--- config.mk ---
export PLATFORM = sky130hd
export DESIGN_NAME = risc_dmem_arbiter
export DESIGN_NICKNAME = d
export VERILOG_FILES = /design/src/rtl/risc_dmem_arbiter.sv
export SDC_FILE = /design/constraint.sdc
export NUM_CORES = 1
export LEC_CHECK = 0
export ABC_AREA = 1
export BUFFER_PORTS_ARGS = -buffer_cell sky130_fd_sc_hd__clkbuf_2
export CAP_MARGIN = 25
export CORE_MARGIN = 2
export CORE_UTILIZATION = 36
export CTS_CLUSTER_DIAMETER = 40
export DETAILED_ROUTE_END_ITERATION = 8
export GPL_TIMING_DRIVEN = 1
export MAX_ROUTING_LAYER = met4
export SLEW_MARGIN = 10
export SYNTH_ARGS = -nofsm -noshare
export SYNTH_HDL_FRONTEND = slang
export SYNTH_SLANG_ARGS = --single-unit
--- constraint.sdc ---
create_clock -name clk -period 4.4 [get_ports clk]
set_clock_uncertainty 0.2 [all_clocks]
set_input_delay 0.88 -clock clk [delete_from_list [all_inputs] [get_ports clk]]
set_output_delay 0.88 -clock clk [all_outputs]
set_load 0.02 [all_outputs]
--- src/rtl/risc_dmem_arbiter.sv ---
// risc_dmem_arbiter
//   Shares one single-port data memory between the CPU execution unit and a
//   loader/debug port. Each requester uses a req/gnt handshake. The granted
//   command is registered onto the memory-side outputs one cycle later. Read
//   data is steered back to its owner through a {valid, owner} tag pipeline.
//   The CPU has priority. A starvation counter forces a loader grant after
//   STARVE consecutive CPU wins. A lock mode gives the loader exclusive
//   access for burst loading.
//
// Ports
//   clk, rst                  clock (rising edge), synchronous active-high reset
//   cpu_req/rdwr/addr/wdata   CPU command (rdwr: 1=read, 0=write)
//   cpu_gnt                   CPU command accepted this cycle (combinational)
//   cpu_rvalid/rdata          CPU read return (registered)
//   ldr_req/lock/rdwr/addr/wdata  loader command plus exclusive-bus request
//   ldr_gnt                   loader command accepted this cycle (combinational)
//   ldr_rvalid/rdata          loader read return (registered)
//   dmenbl/rdwr/dmaddr/dmdatain   registered memory command
//   dmdataout                 memory read data, valid RD_LAT cycles after issue

module risc_dmem_arbiter #(
    parameter int unsigned AW     = 4,
    parameter int unsigned DW     = 8,
    parameter int unsigned RD_LAT = 1,
    parameter int unsigned STARVE = 4
) (
    input  logic          clk,
    input  logic          rst,

    input  logic          cpu_req,
    input  logic          cpu_rdwr,
    input  logic [AW-1:0] cpu_addr,
    input  logic [DW-1:0] cpu_wdata,
    output logic          cpu_gnt,
    output logic          cpu_rvalid,
    output logic [DW-1:0] cpu_rdata,

    input  logic          ldr_req,
    input  logic          ldr_lock,
    input  logic          ldr_rdwr,
    input  logic [AW-1:0] ldr_addr,
    input  logic [DW-1:0] ldr_wdata,
    output logic          ldr_gnt,
    output logic          ldr_rvalid,
    output logic [DW-1:0] ldr_rdata,

    output logic          dmenbl,
    output logic          rdwr,
    output logic [AW-1:0] dmaddr,
    output logic [DW-1:0] dmdatain,
    input  logic [DW-1:0] dmdataout
);

    localparam int unsigned CW = $clog2(STARVE + 1);

    typedef enum logic {StArb, StLock} state_t;

    state_t              r_state;
    logic [CW-1:0]       r_starve;

    logic                r_dmenbl;
    logic                r_rdwr;
    logic [AW-1:0]       r_dmaddr;
    logic [DW-1:0]       r_dmdatain;
    // Owner of the command currently on the memory outputs (1 = loader).
    logic                r_iss_owner;

    logic [RD_LAT-1:0]   r_tag_v;
    logic [RD_LAT-1:0]   r_tag_o;

    logic                r_cpu_rvalid;
    logic [DW-1:0]       r_cpu_rdata;
    logic                r_ldr_rvalid;
    logic [DW-1:0]       r_ldr_rdata;

    logic                w_lock_hold;
    logic                w_cpu_gnt;
    logic                w_ldr_gnt;
    logic                w_xfer;
    logic                w_ret_v;
    logic                w_ret_o;

    // Lock is dropped combinationally: once ldr_lock falls, this cycle
    // already arbitrates normally.
    always_comb begin
        w_lock_hold = (r_state == StLock) && ldr_lock;
        w_cpu_gnt   = 1'b0;
        w_ldr_gnt   = 1'b0;
        if (!rst) begin
            if (w_lock_hold) begin
                w_ldr_gnt = ldr_req;
            end else if (ldr_req && (r_starve == CW'(STARVE))) begin
                w_ldr_gnt = 1'b1;
            end else if (cpu_req) begin
                w_cpu_gnt = 1'b1;
            end else if (ldr_req) begin
                w_ldr_gnt = 1'b1;
            end
        end
        w_xfer  = w_cpu_gnt | w_ldr_gnt;
        w_ret_v = r_tag_v[RD_LAT-1];
        w_ret_o = r_tag_o[RD_LAT-1];
    end

    always_ff @(posedge clk) begin
        if (rst) begin
            r_state      <= StArb;
            r_starve     <= '0;
            r_dmenbl     <= 1'b0;
            r_rdwr       <= 1'b1;
            r_dmaddr     <= '0;
            r_dmdatain   <= '0;
            r_iss_owner  <= 1'b0;
            r_tag_v      <= '0;
            r_tag_o      <= '0;
            r_cpu_rvalid <= 1'b0;
            r_cpu_rdata  <= '0;
            r_ldr_rvalid <= 1'b0;
            r_ldr_rdata  <= '0;
        end else begin
            // State machine: enter LOCK on a locked loader transfer, stay
            // while lock is held, otherwise fall back to ARB.
            if (w_ldr_gnt && ldr_lock) begin
                r_state <= StLock;
            end else if (!w_lock_hold) begin
                r_state <= StArb;
            end

            // Starvation counter: counts CPU wins while the loader waits.
            if (w_ldr_gnt || !ldr_req) begin
                r_starve <= '0;
            end else if (w_cpu_gnt && (r_starve != CW'(STARVE))) begin
                r_starve <= r_starve + CW'(1);
            end

            // Memory command issue. Idle cycles only drop the enable.
            r_dmenbl <= w_xfer;
            if (w_xfer) begin
                r_iss_owner <= w_ldr_gnt;
                if (w_ldr_gnt) begin
                    r_rdwr     <= ldr_rdwr;
                    r_dmaddr   <= ldr_addr;
                    r_dmdatain <= ldr_wdata;
                end else begin
                    r_rdwr     <= cpu_rdwr;
                    r_dmaddr   <= cpu_addr;
                    r_dmdatain <= cpu_wdata;
                end
            end

            // Tag pipeline: stage 0 is loaded from the command on the memory
            // outputs, so the last stage lines up with dmdataout.
            r_tag_v[0] <= r_dmenbl & r_rdwr;
            r_tag_o[0] <= r_iss_owner;
            for (int unsigned i = 1; i < RD_LAT; i++) begin
                r_tag_v[i] <= r_tag_v[i-1];
                r_tag_o[i] <= r_tag_o[i-1];
            end

            // Read return to the owning requester.
            r_cpu_rvalid <= w_ret_v & ~w_ret_o;
            r_ldr_rvalid <= w_ret_v & w_ret_o;
            if (w_ret_v && !w_ret_o) begin
                r_cpu_rdata <= dmdataout;
            end
            if (w_ret_v && w_ret_o) begin
                r_ldr_rdata <= dmdataout;
            end
        end
    end

    assign cpu_gnt    = w_cpu_gnt;
    assign ldr_gnt    = w_ldr_gnt;
    assign cpu_rvalid = r_cpu_rvalid;
    assign cpu_rdata  = r_cpu_rdata;
    assign ldr_rvalid = r_ldr_rvalid;
    assign ldr_rdata  = r_ldr_rdata;
    assign dmenbl     = r_dmenbl;
    assign rdwr       = r_rdwr;
    assign dmaddr     = r_dmaddr;
    assign dmdatain   = r_dmdatain;

endmodule

# Word level (Yosys, flattened, before mapping)
# Cells that the tools add are included.
# word_totals
ff_bits	39
latchBits	0
mem_bits_rw	0
mem_bits_ro	0
input_bits	39
elab_cells	46
memories	0
# op_classes
n_addsub	1
mul	0
div	0
magnitude_cmp	0
n_eq_ne	3
shift	0
muxes	14
bitwise_logic	5
reduce_logical	10
# ops
cell	n
1-bit 2-to-1 mux	12
8-bit 2-to-1 mux	1
1-bit logical AND	6
4-bit 2-to-1 mux	1
3-bit by 1-bit adder with 3-bit output, second input constant	1
1-bit bitwise AND	3
3-bit equality test, second input constant	1
3-bit inequality test, second input constant	1
1-bit zero test	2
2-bit by 1-bit inequality test with 1-bit output, second input constant	1
2-bit OR reduction	1
1-bit logical OR	1
1-bit NOT	1
1-bit OR	1

# Depth between registers and ports, before layout
# Gate-level depths: netlist of run 1.
# depth
depth_word	7
depth_mapped	11
depth_no_buf	10

# Least setup slack after synthesis of run 1
# OpenSTA, ideal clock, no wires.
# synth_timing
path_type	in2out
start	input rst
end	output cpu_gnt
arrival_time_ns	1.532
path_slack_ns	1.788
cell_stages	5
n_path_buf	2
cell_sequence	inv_1 -> buf_4 -> nand4_4 -> buf_2 -> inv_1
# synth_between
elab_chain_len	1
# synth_rtl
item	line_no	source
start: declaration	28	input logic rst,
1-bit 2-to-1 mux	89	if (!rst) begin
end: declaration	34	output logic cpu_gnt,
# Every way passes these cells.

# Final worst setup path of run 1
# Same ends and word-level chain as after synthesis.

==> results of run 1 <==
==> flip-flops by register name (all words and copies together) (netlist names) <==
register and flops:
dmenbl 1, r_starve 3, cpu_rdata 8, ldr_rdata 8, ldr_rvalid 1, rdwr 1
r_tag_v 1, dmdatain 8, r_state 1, dmaddr 4, cpu_rvalid 1, r_iss_owner 1
r_tag_o 1
==> final cells by class <==
type,instances,area share (%)
inverters,11,1.99
flip-flops and latches,39,37.7
well taps,52,3.14
clock buffers,5,3.32
multi-input cells,154,35.3
repair buffers,73,17.8
clock inverters,3,0.725
==> cells in the mapped netlist (all sizes together) <==
master / instances
nand2: 49
nor2: 41
dfxtp: 39
nand3: 29
o21ai: 17
a21oi: 14
inv: 10
buf: 9
clkbuf: 2
ha: 2
clkinv: 1
nand4: 1
or2: 1
==> how the worst max path moves through the flow <==
stage	startpoint	to	slack, ns
CTS	rst	cpu_gnt	1.27
finish	rst	cpu_gnt	1.32
global route	rst	cpu_gnt	1.17
global placement	rst	cpu_gnt	1.29
detailed placement	rst	cpu_gnt	1.29
floorplan	rst	cpu_gnt	1.79
==> power by group through the flow <==
| stage | clock network (mW) | registers [mW] | logic (mW) |
|---|---|---|---|
| final | 0.231 | 0.380 | 0.112 |
| after detailed placement | 0 | 0.388 | 0.114 |
| after global routing | 0.256 | 0.381 | 0.126 |
| after global placement | 0 | 0.388 | 0.113 |
| after CTS | 0.241 | 0.379 | 0.114 |
| after floorplan | 0 | 0.405 | 0.0571 |
==> cells by family after synthesis <==
| kind of cell | Yosys count | share of synthesized area [%] |
|---|---|---|
| adder cells (fa/ha/maj) | 2 | 1.53 |
| AND/OR/NAND/NOR | 121 | 33.6 |
| AO/OA/AOI/OAI | 31 | 9.46 |
| flip-flops | 39 | 47.6 |
| buffers and inverters | 22 | 7.78 |
==> cell usage in the layout (no fill, tap or decap) <==
cell / Yosys / routed
nand2_2: 2 / 2
clkbuf_8: 0 / 5
nor2_8: 1 / 1
nand3_1: 28 / 28
a21oi_1: 14 / 14
inv_2: 1 / 1
nand3_4: 1 / 1
inv_1: 9 / 9
o21ai_0: 17 / 17
buf_4: 2 / 1
clkinv_1: 1 / 1
clkbuf_2: 0 / 72
nand4_4: 1 / 1
clkinv_2: 0 / 3
nor2_1: 40 / 40
dfxtp_1: 39 / 39
ha_1: 2 / 2
nand2_1: 46 / 46
or2_2: 1 / 1
nand2_4: 1 / 1
==> routing by layer <==
metal	part of all wire [%]	GRT usage, %
met5	0	-
met4	1.3	5.66
met3	8.4	4.50
met2	42	25.0
met1	49	19.1
==> critical path, stage by stage <==
cell,delay (ns)
clkbuf_2,0.09
inv_1,0.39
nand4_4,0.35
inv_1,0.12
clkbuf_2,0.17
==> stage by stage <==
step	instance area, sq um	util (%)	power, mW	hold WS (ns)	worst slack [ns]
2_1_floorplan	1640	-	0.462	0.203	1.79
3_3_place_gp	1990	45.3	0.501	0.218	1.29
3_5_place_dp	1990	45.3	0.502	0.222	1.29
4_1_cts	2070	47.2	0.735	0.237	1.27
5_1_grt	2070	47.2	0.764	0.276	1.17
6_report	2070	47.2	0.723	0.228	1.32
==> summary.txt, run 1 <==
Status
  – Status: completed

Critical path
  – CP Class: input pin to primary output
  – CP Max Fanout: 20
  – CP required: around 3.3 ns
  – Crit path capture type: primary output
  – CP arrival: around 2.0 ns
  – Worst reg-to-reg path cell count: 8
  – R2r setup slk: around 2.5 ns
  – RR Startpoint: r_starve[0]
  – CP Launch Type: input pin
  – R2R Path End: rdwr

Clock network
  – Worst-Skew Late Latency: 0.29 ns
  – H-tree depth: 2
  – Hold buffer count at cts: 0
  – Clk root buf: clkbuf_8
  – Post-cts resize count: 0
  – CTS tree: built
  – Maximum clock insertion buffer count: 2
  – Clk slew on worst S/H paths: about 0.07 ns
  – Postcts setup bufs: 0
  – CTS Buf Count: 5
  – Clock Sinks: 39

Global route
  – GRT Total Usage: about 16%
  – Vias in the first global route: ~1,500
  – Largest net degree at the start of global routing: 30
  – Initial antenna violation count: 0
  – First-pass GRT wire length: ~6200 um
  – Overflow after GRT: 0

Power and ir drop
  – Combinational power share: between 10% and 20%
  – Clock network fraction of total power: 31.9%
  – Sequential share of power: between 50% and 60%
  – P_int: 520 uW
  – Leakage: 1.05 nW
  – Cell Pwr Density: 349 nW/um^2
  – Max IR drop VDD: around 0.11 mV
  – Net switching power: about 200 uW
  – Sw frac: about 28%

Die
  – Die Area: 5110 sq um
  – Die height: approximately 72 um
  – # rows: 24
  – Die extent in x: around 70 um
  – Starting Density: a little under two fifths
  – Number of I/O pins: 73
  – Core area: about 4400 sq um

Placement
  – Placed cell count: approximately 330
  – DP HPWL: roughly 2700 um
  – Gpl congestion: a little over 0.7
  – Port bufs: a little over 70

Timing
  – Slew Limit Fails: 0
  – Final Cycle Share: a little over two thirds
  – Tmin final: 3.08 ns
  – RSZ-0062 raised after global routing: false
  – Hold Fails Final Rpt: 0
  – FMAX: 324 MHz
  – Final setup violation count: 0
  – Relative slew slack: approximately 64%
  – Tightest Pin Transition: about 0.53 ns
  – Final TNS setup: 0 ns

Finish
  – Proportion of layout cells with a drive suffix above 1: 31.2%
  – Fill count: approximately 470
  – Multi-input gate area: 732 sq um
  – Layout area overhead: 26.2%
  – Number of nets in the layout: between 300 and 400
  – Register Area: just under 800 sq um
  – Diodes inserted: 0
  – Non-filler instance count after layout: about 340

Synthesis
  – Netlist Area Pre-Place: roughly 1600 sq um
  – Share of the synthesized area in the top cell type: 47.6%
  – Cell count after synthesis: between 200 and 250
  – Register bit total from synthesis: 39
  – Syn. warnings: 0
  – Biggest area consumer among synthesized cells: dfxtp_1
  – Seq/Total Area, Yosys: 47.6%
  – Top cells by area, synth: dfxtp_1 48%, nand2_1 11%, nor2_1 9.2%, nand3_1 8.5%, o21ai_0 5.2%
  – Cell variety after synth: 21
  – Avg Cell Area, Syn: 7.63 sq um
  – Syn Nets: around 260

Hold path
  – Hold Crit Depth: 2
  – Hold Path Origin: r_iss_owner
  – Worst Hold Class: register to register
  – Hold Path End: r_tag_o

Routing
  – 1st-iter DRT viols: slightly above 60
  – Via/cell ratio: about 4.6
  – ANT nets after route: 0
  – Drc violations: 0
  – WL final: ~3600 um
  – Routed length per instance: 10.7 um
  – First-pass detailed-route iteration total: 4
  – Vias: around 1,600

Flow run
  – Maxcap violations: 0
Power figures use the tool's default switching activity.
==> run 2: changes to the inputs <==
Clock period 4.4 ns to 2.94 ns, I/O delays scaled along.
==> run 2 against run 1 <==
  * Die area unchanged
  * Core utilization is 0.54 points higher
  * Design area up 1.1%
  * Worst hold slack got worse by 0.011 ns
  * Sequential power rose by 49%
  * Wire length rose by 2.2%
  * Combinational power rose by 54%
  * Setup slack got worse by 0.73 ns
  * Largest power group unchanged
  * Highest routed layer unchanged
==> summary.txt, run 2 (same netlist as run 1, synthesis figures left out) <==
Timing
  – Tmin final: between 2 and 2.5 ns
  – Final TNS setup: 0 ns (unchanged)
  – Final Hold Slack: 0.217 ns (-0.0112 ns)
  – Final Cycle Share: 80.1%
  – FMAX: between 400 and 500 MHz
  – RSZ-0062 raised after global routing: false
  – PnR worst setup slack: 0.585 ns (-0.730 ns)
  – Slew Limit Fails: 0 (unchanged)
  – Relative slew slack: 81.0% (+17 points)
  – Hold Fails Final Rpt: 0 (unchanged)
  – Tightest Pin Transition: 0.284 ns (-0.250 ns)
  – Final setup violation count: 0 (unchanged)

Routing
  – ANT nets after route: 0 (unchanged)
  – 1st-iter DRT viols: 48 (-21%)
  – Vias: 1,560 (-0.13%)
  – WL final: 3690 um (+2.2%)
  – Routed length per instance: 10.8 um (+1.3%)
  – First-pass detailed-route iteration total: 4 (unchanged)
  – Via/cell ratio: 4.59 (-1.0%)
  – Drc violations: 0 (unchanged)

Clock network
  – Clock Sinks: 39 (unchanged)
  – H-tree depth: 2 (unchanged)
  – Maximum clock insertion buffer count: 2 (unchanged)
  – Postcts setup bufs: 0 (unchanged)
  – CTS Buf Count: 5 (unchanged)
  – Worst-Skew Late Latency: 0.29 ns (about the same)
  – Clk root buf: clkbuf_8
  – Clk slew on worst S/H paths: 0.08 ns (about the same)
  – Post-cts resize count: 0 (unchanged)
  – CTS tree: built
  – Hold buffer count at cts: 0 (unchanged)

Placement
  – DP HPWL: 2680 um (-0.93%)
  – Post-DP Area: 2010 sq um (+1.1%)
  – Placed cell count: 332 (+0.91%)
  – Port bufs: 72 (unchanged)
  – Gpl congestion: 0.735 (+4.0%)
  – Pre-CTS setup slack: 0.708 ns (-0.578 ns)

Global route
  – First-pass GRT wire length: 6270 um (+0.67%)
  – Vias in the first global route: 1,415 (-4.0%)
  – Initial antenna violation count: 0 (unchanged)
  – Overflow after GRT: 0 (unchanged)
  – Largest net degree at the start of global routing: 29 (-3.3%)
  – GRT Total Usage: 15.8% (+0.086 points)

Finish
  – Final instance area: 2090 sq um (+1.1%)
  – Non-filler instance count after layout: 340 (+0.89%)
  – Proportion of layout cells with a drive suffix above 1: 31.6% (+0.37 points)
  – Final Util: 47.8% (+0.54 points)
  – Fill count: 446 (-4.5%)
  – Leading cell type in the layout, fill and taps excluded: clkbuf_2
  – Layout area overhead: 27.7%
  – Diodes inserted: 0 (unchanged)
  – Number of nets in the layout: 328 (+0.92%)
  – Most frequent cells in the layout: 72 x clkbuf_2, 46 x nand2_1, 40 x nor2_1, 39 x dfxtp_1, 28 x nand3_1

Critical path
  – CP Class: register to primary output
  – CP required: 2.15 ns (-1.17 ns)
  – CP Launch Type: register
  – Crit path capture type: primary output
  – CP arrival: 1.57 ns (-0.43 ns)
  – CP Max Fanout: 16 (-20%)

Power and ir drop
  – Overall power: 1.09 mW (+50%)
  – Leakage: 1.06 nW (+0.75%)
  – Max IR drop VDD: 0.244 mV (+120%)
  – Cell Pwr Density: 518 nW/um^2 (+49%)

Die
  – Number of I/O pins: 73 (unchanged)
  – Core area: 4380 sq um (unchanged)
  – # rows: 24 (unchanged)
  – Die height: 71.5 um (unchanged)
  – Starting Density: 37.4% (unchanged)
  – Die Area: 5110 sq um (unchanged)
  – Die extent in x: 71.5 um (unchanged)

Hold path
  – Worst Hold Class: register to register

Flow run
  – Maxcap violations: 0 (unchanged)

Status
  – Status: completed
[run 2: changes by cell type in the layout (fill, tap and decap cells not counted)]
cell,previous run,this run
clkinvlp_4,0,1
clkbuf_1,0,1
clkinv_2,3,1
buf_4,1,4
[run 2: worst paths after layout]
kind	from	endpoint	slack, ns	cells past startpoint
hold reg to reg	r_iss_owner	r_tag_o	0.22	2
setup / recovery	r_starve[0]	cpu_gnt	0.59	6
hold / removal	r_iss_owner	r_tag_o	0.22	2
setup reg to reg	r_starve[0]	dmaddr[0]	0.90	9
[run 2: final cells by class]
cell class	count	area [sq um]	area share [%]
clock buffer	6	72.6	3.46
inverter	11	41.3	1.97
multi-input combinational	154	732	34.9
tap	52	65.1	3.11
sequential	39	781	37.3
clock inverter	2	12.5	0.597
timing repair buffer	76	390	18.6
[run 2: power breakdown]
group	leakage, nW	internal, mW	switching (mW)
sequential	0.318	0.554	0.0131
combinational	0.699	0.0649	0.108
clock	0.0412	0.166	0.180
[run 2: critical path, stage by stage, from the launching register on]
cell and delay [ns]:
dfxtp_1 0.36, inv_1 0.05, ha_1 0.21, nand3_1 0.13, nand4_4 0.24, inv_1 0.12
clkbuf_2 0.17
[run 2: per-layer routing]
| metal | global-route usage [%] | wire length [um] |
|---|---|---|
| met5 | - | 0 |
| met4 | 6.29 | 41 |
| met3 | 4.64 | 318 |
| met2 | 25.9 | 1660 |
| met1 | 18.2 | 1670 |
==> run 3: changes to the inputs <==
Settings changed: ABC_AREA 1 to 0, PLACE_DENSITY from default to 0.67.
Clock period 2.94 ns to 2.1 ns, I/O delays scaled along.
==> run 3 against run 2 <==
  * Die area down 2.2%
  * Critical path depth unchanged
  * Cell count shrank 12%
  * Worst hold slack got worse by 0.038 ns
  * Global-route usage shrank 1.8 points
  * Register-to-register slack worse by 0.54 ns
  * Combinational power increased by 36%
==> summary.txt, run 3 <==
Routing
  – WL final: 3310 um (-10%)
  – ANT nets after route: 0 (unchanged)
  – Drc violations: 0 (unchanged)
  – Vias: 1,392 (-11%)
  – First-pass detailed-route iteration total: 4 (unchanged)
  – Routed length per instance: 11.1 um (+2.5%)
  – 1st-iter DRT viols: 49 (+2.1%)
  – Via/cell ratio: 4.67 (+1.8%)

Critical path
  – CP Class: register to primary output
  – Worst reg-to-reg path cell count: 7 (-2)
  – RR Startpoint: r_starve[1]
  – R2r setup slk: 0.36 ns (-0.54 ns)
  – R2R Path End: dmdatain[0]
  – Crit path capture type: primary output
  – CP Launch Type: register
  – Crit path max-delay family: flip-flops
  – Max stage delay on crit path: 0.34 ns (-0.02 ns)
  – CP required: 1.48 ns (-0.67 ns)
  – Crit path cell chain: inv_2 > ha_4 > and2_4 > a211o_1 > inv_1 > clkbuf_8
  – CP Max Fanout: 3 (-13)
  – CP max stage cell: dfxtp_2
  – CP arrival: 1.46 ns (-0.11 ns)
  – CP bufs+invs: 3 (unchanged)

Die
  – # rows: 24 (unchanged)
  – Starting Density: 37.1% (-0.35 points)
  – Die Area: 5000 sq um (-2.2%)
  – Die extent in x: 70.7 um (-1.1%)
  – Core area: 4320 sq um (-1.4%)
  – Die height: 70.7 um (-1.1%)
  – Number of I/O pins: 73 (unchanged)

Clock network
  – H-tree depth: 2 (unchanged)
  – CTS Buf Count: 5 (unchanged)
  – Maximum clock insertion buffer count: 2 (unchanged)
  – CTS tree: built
  – Clk slew on worst S/H paths: 0.07 ns (about the same)
  – Worst-Skew Late Latency: 0.28 ns (about the same)
  – Clk root buf: clkbuf_8
  – Hold buffer count at cts: 0 (unchanged)
  – Clock Sinks: 39 (unchanged)

Timing
  – Final Cycle Share: a little under 100%
  – Relative slew slack: 68.6% (-12 points)
  – Tightest Pin Transition: 0.470 ns (+0.186 ns)
  – Hold Fails Final Rpt: 0 (unchanged)
  – Tmin final: roughly 2.1 ns
  – Slew Limit Fails: 0 (unchanged)
  – FMAX: roughly 480 MHz
  – RSZ-0062 raised after global routing: true
  – PnR worst setup slack: 0.0203 ns (-0.565 ns)
  – Final setup violation count: 0 (unchanged)

Placement
  – Pre-CTS setup slack: 0.125 ns (-0.583 ns)
  – Placed cell count: 288 (-13%)
  – DP HPWL: 2540 um (-5.3%)
  – Port bufs: 72 (unchanged)
  – Gpl congestion: 0.809 (+10%)

Hold path
  – Hold Crit Depth: 3 (+1)
  – Hold Path End: cpu_rdata[5]
  – Worst Hold Class: input pin to register
  – Hold Path Origin: dmdataout[5]

Synthesis
  – Biggest area consumer among synthesized cells: dfxtp_1
  – Cell variety after synth: 33 (+57%)
  – Top cells by area, synth: dfxtp_1 49%, mux2i_1 7.5%, nand2_1 6.1%, a21oi_1 5.3%, a211oi_2 4.7%
  – Register bit total from synthesis: 39 (unchanged)
  – Cell with the most instances after synthesis: dfxtp_1
  – Netlist Area Pre-Place: 1600 sq um (-2.3%)
  – Cell count after synthesis: 172 (-20%)
  – Seq/Total Area, Yosys: 48.7% (+1.1 points)
  – Avg Cell Area, Syn: 9.32 sq um (+22%)
  – Share of the synthesized area in the top cell type: 48.7% (+1.1 points)
  – Syn Nets: 213 (-17%)
  – Syn. warnings: 0 (unchanged)
  – Number of synthesized flops with an enable pin: 0 (unchanged)
  – Fraction of registers with async set/reset: 0% (unchanged)
  – Top FF cell, synth: dfxtp_1
  – Synth top cells by count: 39 x dfxtp_1, 26 x nand2_1, 17 x a21oi_1

Finish
  – Number of nets in the layout: 287 (-13%)
  – Non-filler instance count after layout: 298 (-12%)
  – Proportion of layout cells with a drive suffix above 1: 42.3% (+11 points)
  – Register Area: 783 sq um (+0.32%)
  – Fill count: 423 (-5.2%)
  – Leading cell type in the layout, fill and taps excluded: clkbuf_2
  – Diodes inserted: 0 (unchanged)
  – Multi-input gate area: 747 sq um (+2.1%)
  – Most frequent cells in the layout: 71 x clkbuf_2, 37 x dfxtp_1, 26 x nand2_1, 17 x a21oi_1, 16 x nor2_1
  – Layout area overhead: 33.7%

Global route
  – Vias in the first global route: 1,277 (-9.8%)
  – Initial antenna violation count: 0 (unchanged)
  – GRT Total Usage: 14.0% (-1.8 points)
  – Largest net degree at the start of global routing: 26 (-10%)
  – First-pass GRT wire length: 5550 um (-11%)
  – Overflow after GRT: 0 (unchanged)

Power and ir drop
  – Leakage: 1.03 nW (-3.0%)
  – Max IR drop VDD: 0.436 mV (+79%)
  – Cell Pwr Density: 710 nW/um^2 (+37%)

Status
  – Status: completed

Flow run
  – Maxcap violations: 0 (unchanged)
[run 3: per-stage QoR]
step / setup TNS [ns] / hold WS (ns) / power [mW] / utilization, % / area, sq um
global route: -0.0430 / 0.176 / 1.59 / 49.6 / 2140
CTS: 0 / 0.170 / 1.55 / 49.3 / 2130
detailed placement: 0 / 0.236 / 1.04 / 46.4 / 2010
finish: 0 / 0.179 / 1.52 / 49.6 / 2140
global placement: 0 / 0.227 / 1.04 / 46.4 / 2010
floorplan: 0 / 0.217 / 0.958 / - / 1600
[run 3: worst register-to-register path: stages (launching register included)]
cell,delay [ns]
dfxtp_2,0.34
inv_2,0.04
ha_4,0.14
and2_4,0.15
a211o_1,0.31
buf_4,0.16
mux2i_1,0.11
a211oi_1,0.21
[run 3: cells by family (layout without fill, tap and decap cells)]
group,after synthesis,after routing,share of synthesized area [%]
compound gates,37,37,17.6
fa+ha+maj,2,2,1.56
simple gates,61,61,17.0
mux,14,14,8.90
buf+inv,18,92,5.62
xor+xnor,1,1,0.547
flops,39,39,48.7
[run 3: area by class of cell]
class	instances	area share (%)
Clock buffer	6	3.85
Clock inverter	1	0.234
Inverter	5	0.876
Multi-Input combinational cell	115	34.9
Sequential cell	39	36.5
Tap cell	52	3.04
Timing Repair Buffer	80	20.6
[run 3: repair_timing]
action / 4_1_cts / 5_1_grt
pin swaps: 2 / 2
endpoints found under the setup margin: 2 / 1
gates resized for setup: 6 / 4
setup buffers: 3 / 0
[run 3: where the power goes]
part	switching (mW)	internal, mW
clock	0.234	0.257
combinational	0.133	0.102
sequential	0.0206	0.774
[run 3: metal layers]
metal	global-route usage [%]	vias up	share of wire, %
met5	-	-	0
met4	3.77	0	0.33
met3	4.70	2	9.5
met2	22.6	59	44
met1	16.8	598	46
li1	-	733	-
[run 3: worst max path at each step]
| stage | slack [ns] | start | end | depth (start not counted) |
|---|---|---|---|---|
| global placement | 0.16 | r_starve[0] | cpu_gnt | 6 |
| detailed placement | 0.12 | r_starve[0] | cpu_gnt | 6 |
| CTS | 0.01 | r_starve[0] | cpu_gnt | 6 |
| finish | 0.02 | r_starve[1] | cpu_gnt | 6 |
| floorplan | 0.12 | r_starve[0] | cpu_gnt | 6 |
| global route | -0.04 | r_starve[1] | cpu_gnt | 6 |
